### config.mk
export PLATFORM = sky130hd
export DESIGN_NAME = ram_responder
export DESIGN_NICKNAME = d
export VERILOG_FILES = /design/src/rtl/ram_responder_pkg.sv /design/src/rtl/ram_responder_ram_core.sv /design/src/rtl/ram_responder.sv
export SDC_FILE = /design/constraint.sdc
export NUM_CORES = 2
export LEC_CHECK = 0
export CORE_MARGIN = 3
export CORE_UTILIZATION = 35
export CTS_CLUSTER_DIAMETER = 100
export DETAILED_ROUTE_END_ITERATION = 6
export PLACE_DENSITY = 0.57
export SLEW_MARGIN = 30
export SYNTH_ARGS = -nofsm -noshare
export SYNTH_HDL_FRONTEND = slang
export SYNTH_SLANG_ARGS = --single-unit
### constraint.sdc
create_clock -name clk -period 12.16 [get_ports clk]
set_input_delay 2.432 -clock clk [delete_from_list [all_inputs] [get_ports clk]]
set_output_delay 2.432 -clock clk [all_outputs]
set_load 0.03 [all_outputs]
### src/rtl/ram_responder_pkg.sv
`default_nettype none
// ============================================================================
//  Module      : ram_responder_pkg
//  Description : Shared constants and state encoding for the RAM responder.
//                DATALINES_DEF / ADLINES_DEF give the default word and
//                address widths of the control unit's RAM bus.
//  Revision    : 1.0  initial release
// ============================================================================
package ram_responder_pkg;

   localparam int DATALINES_DEF = 16;
   localparam int ADLINES_DEF   = 8;

   // LOAD: program image streaming in, CPU held off.
   // RUN : CPU owns the RAM port until the next reset.
   typedef enum logic [0:0] {
      ST_LOAD = 1'b0,
      ST_RUN  = 1'b1
   } resp_state_e;

endpackage : ram_responder_pkg
`default_nettype wire

### src/rtl/ram_responder_ram_core.sv
`default_nettype none
// ============================================================================
//  Module      : ram_core
//  Description : Single-port synchronous RAM, 2**AW words of DW bits.
//                Write on we; rdata is a register loaded from mem[addr]
//                when re is high and held otherwise. The array itself has
//                no reset; only the read register is cleared by rst.
//  Ports       : clk, rst (async, active-high, read register only)
//                we, re, addr[AW], wdata[DW] -> rdata[DW]
//  Revision    : 1.0  initial release
// ============================================================================
module ram_core #(
   parameter int DW = 16,
   parameter int AW = 8
) (
   input  logic          clk,
   input  logic          rst,
   input  logic          we,
   input  logic          re,
   input  logic [AW-1:0] addr,
   input  logic [DW-1:0] wdata,
   output logic [DW-1:0] rdata
);

   logic [DW-1:0] mem [2**AW];
   logic [DW-1:0] rdata_d;
   logic [DW-1:0] rdata_q;

   always_ff @(posedge clk) begin
      if (we) begin
         mem[addr] <= wdata;
      end
   end

   always_comb begin
      rdata_d = rdata_q;
      if (re) begin
         rdata_d = mem[addr];
      end
   end

   always_ff @(posedge clk or posedge rst) begin
      if (rst) begin
         rdata_q <= '0;
      end else begin
         rdata_q <= rdata_d;
      end
   end

   assign rdata = rdata_q;

endmodule : ram_core
`default_nettype wire

### src/rtl/ram_responder.sv
`default_nettype none
// ============================================================================
//  Module      : ram_responder
//  Description : Memory-side responder for the control unit's RAM bus.
//                After reset it accepts a program image on a valid/ready
//                stream (written from address 0 upward), then releases the
//                CPU via cpu_enable and serves its fetch/load/store requests.
//  Ports       : clk, rst               clock, async active-high reset
//                addressbus, read,      CPU request bus
//                write, toram
//                fromram                registered read data (latency 1)
//                load_valid, load_data, image stream in
//                load_last, load_ready
//                cpu_enable             control unit enable
//                bus_err                sticky: read and write together
//  Revision    : 1.0  initial release
// ============================================================================
module ram_responder
   import ram_responder_pkg::*;
#(
   parameter int datalines = DATALINES_DEF,
   parameter int adlines   = ADLINES_DEF
) (
   input  logic                 clk,
   input  logic                 rst,
   input  logic [adlines-1:0]   addressbus,
   input  logic                 read,
   input  logic                 write,
   input  logic [datalines-1:0] toram,
   output logic [datalines-1:0] fromram,
   input  logic                 load_valid,
   input  logic [datalines-1:0] load_data,
   input  logic                 load_last,
   output logic                 load_ready,
   output logic                 cpu_enable,
   output logic                 bus_err
);

   localparam logic [adlines-1:0] PTR_MAX = '1;
   localparam logic [adlines-1:0] PTR_ONE = {{(adlines-1){1'b0}}, 1'b1};

   resp_state_e          state_d, state_q;
   logic [adlines-1:0]   ptr_d, ptr_q;
   logic                 load_ready_d, load_ready_q;
   logic                 cpu_enable_d, cpu_enable_q;
   logic                 bus_err_d, bus_err_q;

   logic                 ram_we;
   logic                 ram_re;
   logic [adlines-1:0]   ram_addr;
   logic [datalines-1:0] ram_wdata;

   always_comb begin
      state_d      = state_q;
      ptr_d        = ptr_q;
      load_ready_d = load_ready_q;
      cpu_enable_d = cpu_enable_q;
      bus_err_d    = bus_err_q;
      ram_we       = 1'b0;
      ram_re       = 1'b0;
      ram_addr     = addressbus;
      ram_wdata    = toram;

      case (state_q)
         ST_LOAD: begin
            // load_ready comes up on the first edge after reset release.
            load_ready_d = 1'b1;
            cpu_enable_d = 1'b0;
            ram_addr     = ptr_q;
            ram_wdata    = load_data;
            if (load_valid && load_ready_q) begin
               ram_we = 1'b1;
               if (load_last || (ptr_q == PTR_MAX)) begin
                  state_d      = ST_RUN;
                  load_ready_d = 1'b0;
                  cpu_enable_d = 1'b1;
               end
               // A full-memory load parks the pointer instead of wrapping.
               if (ptr_q != PTR_MAX) begin
                  ptr_d = ptr_q + PTR_ONE;
               end
            end
         end
         ST_RUN: begin
            // Simultaneous read+write: the write wins, the read is dropped
            // so fromram holds, and the error is latched until reset.
            ram_we = write;
            ram_re = read & ~write;
            if (read && write) begin
               bus_err_d = 1'b1;
            end
         end
         default: begin
            state_d = ST_LOAD;
         end
      endcase
   end

   always_ff @(posedge clk or posedge rst) begin
      if (rst) begin
         state_q      <= ST_LOAD;
         ptr_q        <= '0;
         load_ready_q <= 1'b0;
         cpu_enable_q <= 1'b0;
         bus_err_q    <= 1'b0;
      end else begin
         state_q      <= state_d;
         ptr_q        <= ptr_d;
         load_ready_q <= load_ready_d;
         cpu_enable_q <= cpu_enable_d;
         bus_err_q    <= bus_err_d;
      end
   end

   ram_core #(
      .DW (datalines),
      .AW (adlines)
   ) u_ram_core (
      .clk   (clk),
      .rst   (rst),
      .we    (ram_we),
      .re    (ram_re),
      .addr  (ram_addr),
      .wdata (ram_wdata),
      .rdata (fromram)
   );

   assign load_ready = load_ready_q;
   assign cpu_enable = cpu_enable_q;
   assign bus_err    = bus_err_q;

endmodule : ram_responder
`default_nettype wire

==> metrics.csv <==
stage,metric,value,unit
run_status,outcome,finished clean,
pwr,switchingPower,6540,uW
sta,fin_skew,0.0576,ns
place,hpwl,262,mm
worst_setup_path,worst_setup_path_end_kind,flip-flop,
logic_synthesis,synth-seq-cells,4124,
cts,cts.sinks,4124,
detailed_routing,drtIter0Drc,9991,
cts,clk_latency,0.98,ns
detailed_routing,wl_per_cell,31.1,um
cts,cts_resized,0,
place,place_congestion,0.826,
floorplan,die_area,459000,um2
sta,fin_ws,4.73,ns
global_routing,grt.overflow.total,0,
global_routing,grtUsageTotal,0.194,
global_routing,grt_pass1_wl,638,mm
sta,tightest_slew,1.16,ns
logic_synthesis,yosys_warnings,0,
pwr,clock_power_share,0.416,
cts,htreeDepth,5,
worst_setup_path,start_kind,input port,
min_path,hold_class,reg2reg,
logic_synthesis,synthArstFlopShare,0.00679,
cts,cts_tree,done,
cts,clk_path_buf_depth,4,
sta,finalSetupViolCount,0,
pwr,ir_drop,122,uV
logic_synthesis,yosysTopAreaCell,edfxtp_1,
worst_setup_path,path_cells,clkdlybuf4s50_1 > mux2_8 > buf_4 > buf_12 > mux2i_1 > o22ai_1 > o41ai_2 > nand4_1 > a2111oi_0 > o21ai_1,
logic_synthesis,syn-num-nets,8131,
logic_synthesis,yosys.area.top_type_share,0.779,
place,post_dp_cell_area,168000,um2
global_routing,first_global_vias,81100,
sta,slew_violations,0,
final_layout,fin_area,181000,um2
final_layout,nets,8560,
pwr,p_int,23200,uW
global_routing,grt_start_max_net_pins,165,
worst_setup_path,path_delay_family,compound AO/OA/AOI/OAI gates,
worst_setup_path,crit_required,12.99,ns
place,io_buffers,64,
pwr,power.total,29700,uW
cts,cts_buffers,419,
sta,tns,0,ns
floorplan,dieWidth,678,um
pwr,swShare,0.220,
worst_setup_path,path_class,in2reg,
logic_synthesis,postSynth.topFlopCell,edfxtp_1,
place,post-place-ws,3.76,ns
detailed_routing,final_antenna_net_count,0,
detailed_routing,detail_route.drc_violations,0,
pwr,power_density,164,nW/um2
logic_synthesis,synth_area_leaders,"edfxtp_1 (78%), mux2i_1 (9.8%), mux4_2 (3.7%), o22ai_1 (3.0%), o41ai_1 (1.1%)",
sta,fin_crit_sh,0.611,
floorplan,placementRows,245,
sta,max_freq,0.135,GHz
final_layout,num-fill-cells,39000,
job,maxCapViolCount,0,
worst_setup_path,worstPathMaxFanout,116,
final_layout,utilization,0.406,
detailed_routing,dr.pass1.iters,6,
worst_setup_path,cp_num_buf_inv,3,
logic_synthesis,synth_cells,8084,
floorplan,core_area,447000,um2
worst_setup_path,slowest_stage,nand4_1,
cts,root_buffer,clkbuf_16,
sta,final-hold-violation-count,0,
cts,post_cts_buffers,0,
pwr,p_leak,0.0596,uW
cts,ctsHoldBuffers,0,
floorplan,die_h,678,um
logic_synthesis,yosysUniqueCellTypes,44,
sta,relSlewSlack,0.218,
worst_setup_path,slowest_delay,0.94,ns
worst_setup_path,r2r_slack,5.62,ns
floorplan,start_util,0.353,
detailed_routing,via_count,82500,
logic_synthesis,synth_area,158000,um2
sta,rsz0062_at_grt,false,
final_layout,area_growth,15.0,%
detailed_routing,viasPerCell,5.57,
cts,cts.reportedPaths.clkPinSlew,0.06,ns
detailed_routing,finalWirelength,460,mm
worst_setup_path,worstPathArrival,8.27,ns
final_layout,layout-drive-gt1-share,0.162,
global_routing,antenna_found_initial,28,
pwr,seqPwrFrac,0.530,
floorplan,ioPinCount,65,
pwr,pwr-share-comb,0.055,
logic_synthesis,synth_edf_count,4096,
logic_synthesis,seq_area_frac_synth,0.784,
sta,layout_min_cycle_time,7.43,ns
logic_synthesis,syn_area_per_cell,19.5,um2
logic make-up (layout without fill, tap and decap cells):
logic type	Yosys count	count (layout)	share of synthesized area
buffers and inverters	508	1280	0.0164
multiplexers	1813	1813	0.135
XOR/XNOR	7	7	0.000388
AO/OA/AOI/OAI	1258	1258	0.0543
other	0	11	0
AND/OR/NAND/NOR	373	373	0.00964
adder cells (fa/ha/maj)	1	1	0.0000793
flip-flops	4124	4124	0.784
routing by layer:
layer,part of all wire,track usage,vias up
met5,0.00024,0,-
met4,0.038,0.0676,16
met3,0.080,0.0357,748
li1,-,-,34400
met2,0.48,0.317,3601
met1,0.40,0.260,43700
path summary, 6_finish.rpt:
check	start	endpoint	cells past startpoint
setup / recovery	addressbus[0]	u_ram_core.rdata[11]$_DFFE_PP0P_	10
hold / removal	bus_err$_DFFE_PP0P_	bus_err$_DFFE_PP0P_	1
setup reg to reg	state_q$_DFF_PP0_	u_ram_core.rdata[11]$_DFFE_PP0P_	10
hold reg to reg	bus_err$_DFFE_PP0P_	bus_err$_DFFE_PP0P_	1
max in group asynchronous	rst	state_q$_DFF_PP0_	3
min in group asynchronous	rst	u_ram_core.rdata[4]$_DFFE_PP0P_	3
state kept, by name (all words and copies together) (netlist names):
name / flops
ptr_q: 8
u_ram_core.mem: 4096
bus_err: 1
u_ram_core.rdata: 16
cpu_enable: 1
state_q: 1
load_ready: 1
area by class of cell:
class	instances	area (um2)	share of cell area
Tap cell	5928	7420	0.0409
Multi-Input combinational cell	3452	32800	0.181
Antenna cell	11	27.5	0.000152
Clock inverter	248	2040	0.0112
Sequential cell	4124	124000	0.682
Clock buffer	516	11000	0.0608
Timing Repair Buffer	511	4480	0.0247
Inverter	5	18.8	0.000103
worst reg2reg max path: stages (launching register included):
cell	delay, ns
dfrtp_4	0.58
buf_4	0.68
mux2_8	0.69
o21ai_4	0.37
buf_12	0.38
buf_4	0.75
o22ai_1	0.27
o41ai_2	0.77
nand4_1	0.94
a2111oi_0	0.84
o21ai_1	0.11
cell usage in the layout, fill, tap and decap left out, drive strengths merged, types with 56 or more instances in the layout:
cell type / instances
clkbuf: 516
clkdlybuf4s50: 64
o41ai: 203
mux4: 256
buf: 447
a22oi: 129
mux2i: 1538
clkinv: 190
nor2: 270
nand2: 56
edfxtp: 4096
o22ai: 768
a21oi: 66
power by group through the flow:
| stage | sequential (uW) | clock, uW | combinational (uW) |
|---|---|---|---|
| 2_1_floorplan | 16100 | 0 | 859 |
| 3_3_place_gp | 16100 | 0 | 1580 |
| 3_5_place_dp | 16100 | 0 | 1620 |
| 4_1_cts | 15800 | 12500 | 1620 |
| 5_1_grt | 15700 | 13100 | 1690 |
| 6_report | 15800 | 12400 | 1630 |
Yosys cell counts, drive strengths merged (36+ instances only):
| cell | instances |
|---|---|
| clkbuf | 269 |
| a22oi | 129 |
| mux4 | 256 |
| nand2 | 56 |
| nor2 | 270 |
| a21oi | 66 |
| o22ai | 768 |
| a41oi | 36 |
| o41ai | 203 |
| buf | 234 |
| mux2i | 1538 |
| edfxtp | 4096 |
stage by stage:
step                hold slack (ns)  cells
floorplan                     0.506   8084
global route                  0.514  14800
global placement              0.457  14000
finish                        0.473  14800
CTS                           0.473  14800
detailed placement            0.459  14000
(Power assumes the default switching activity.)
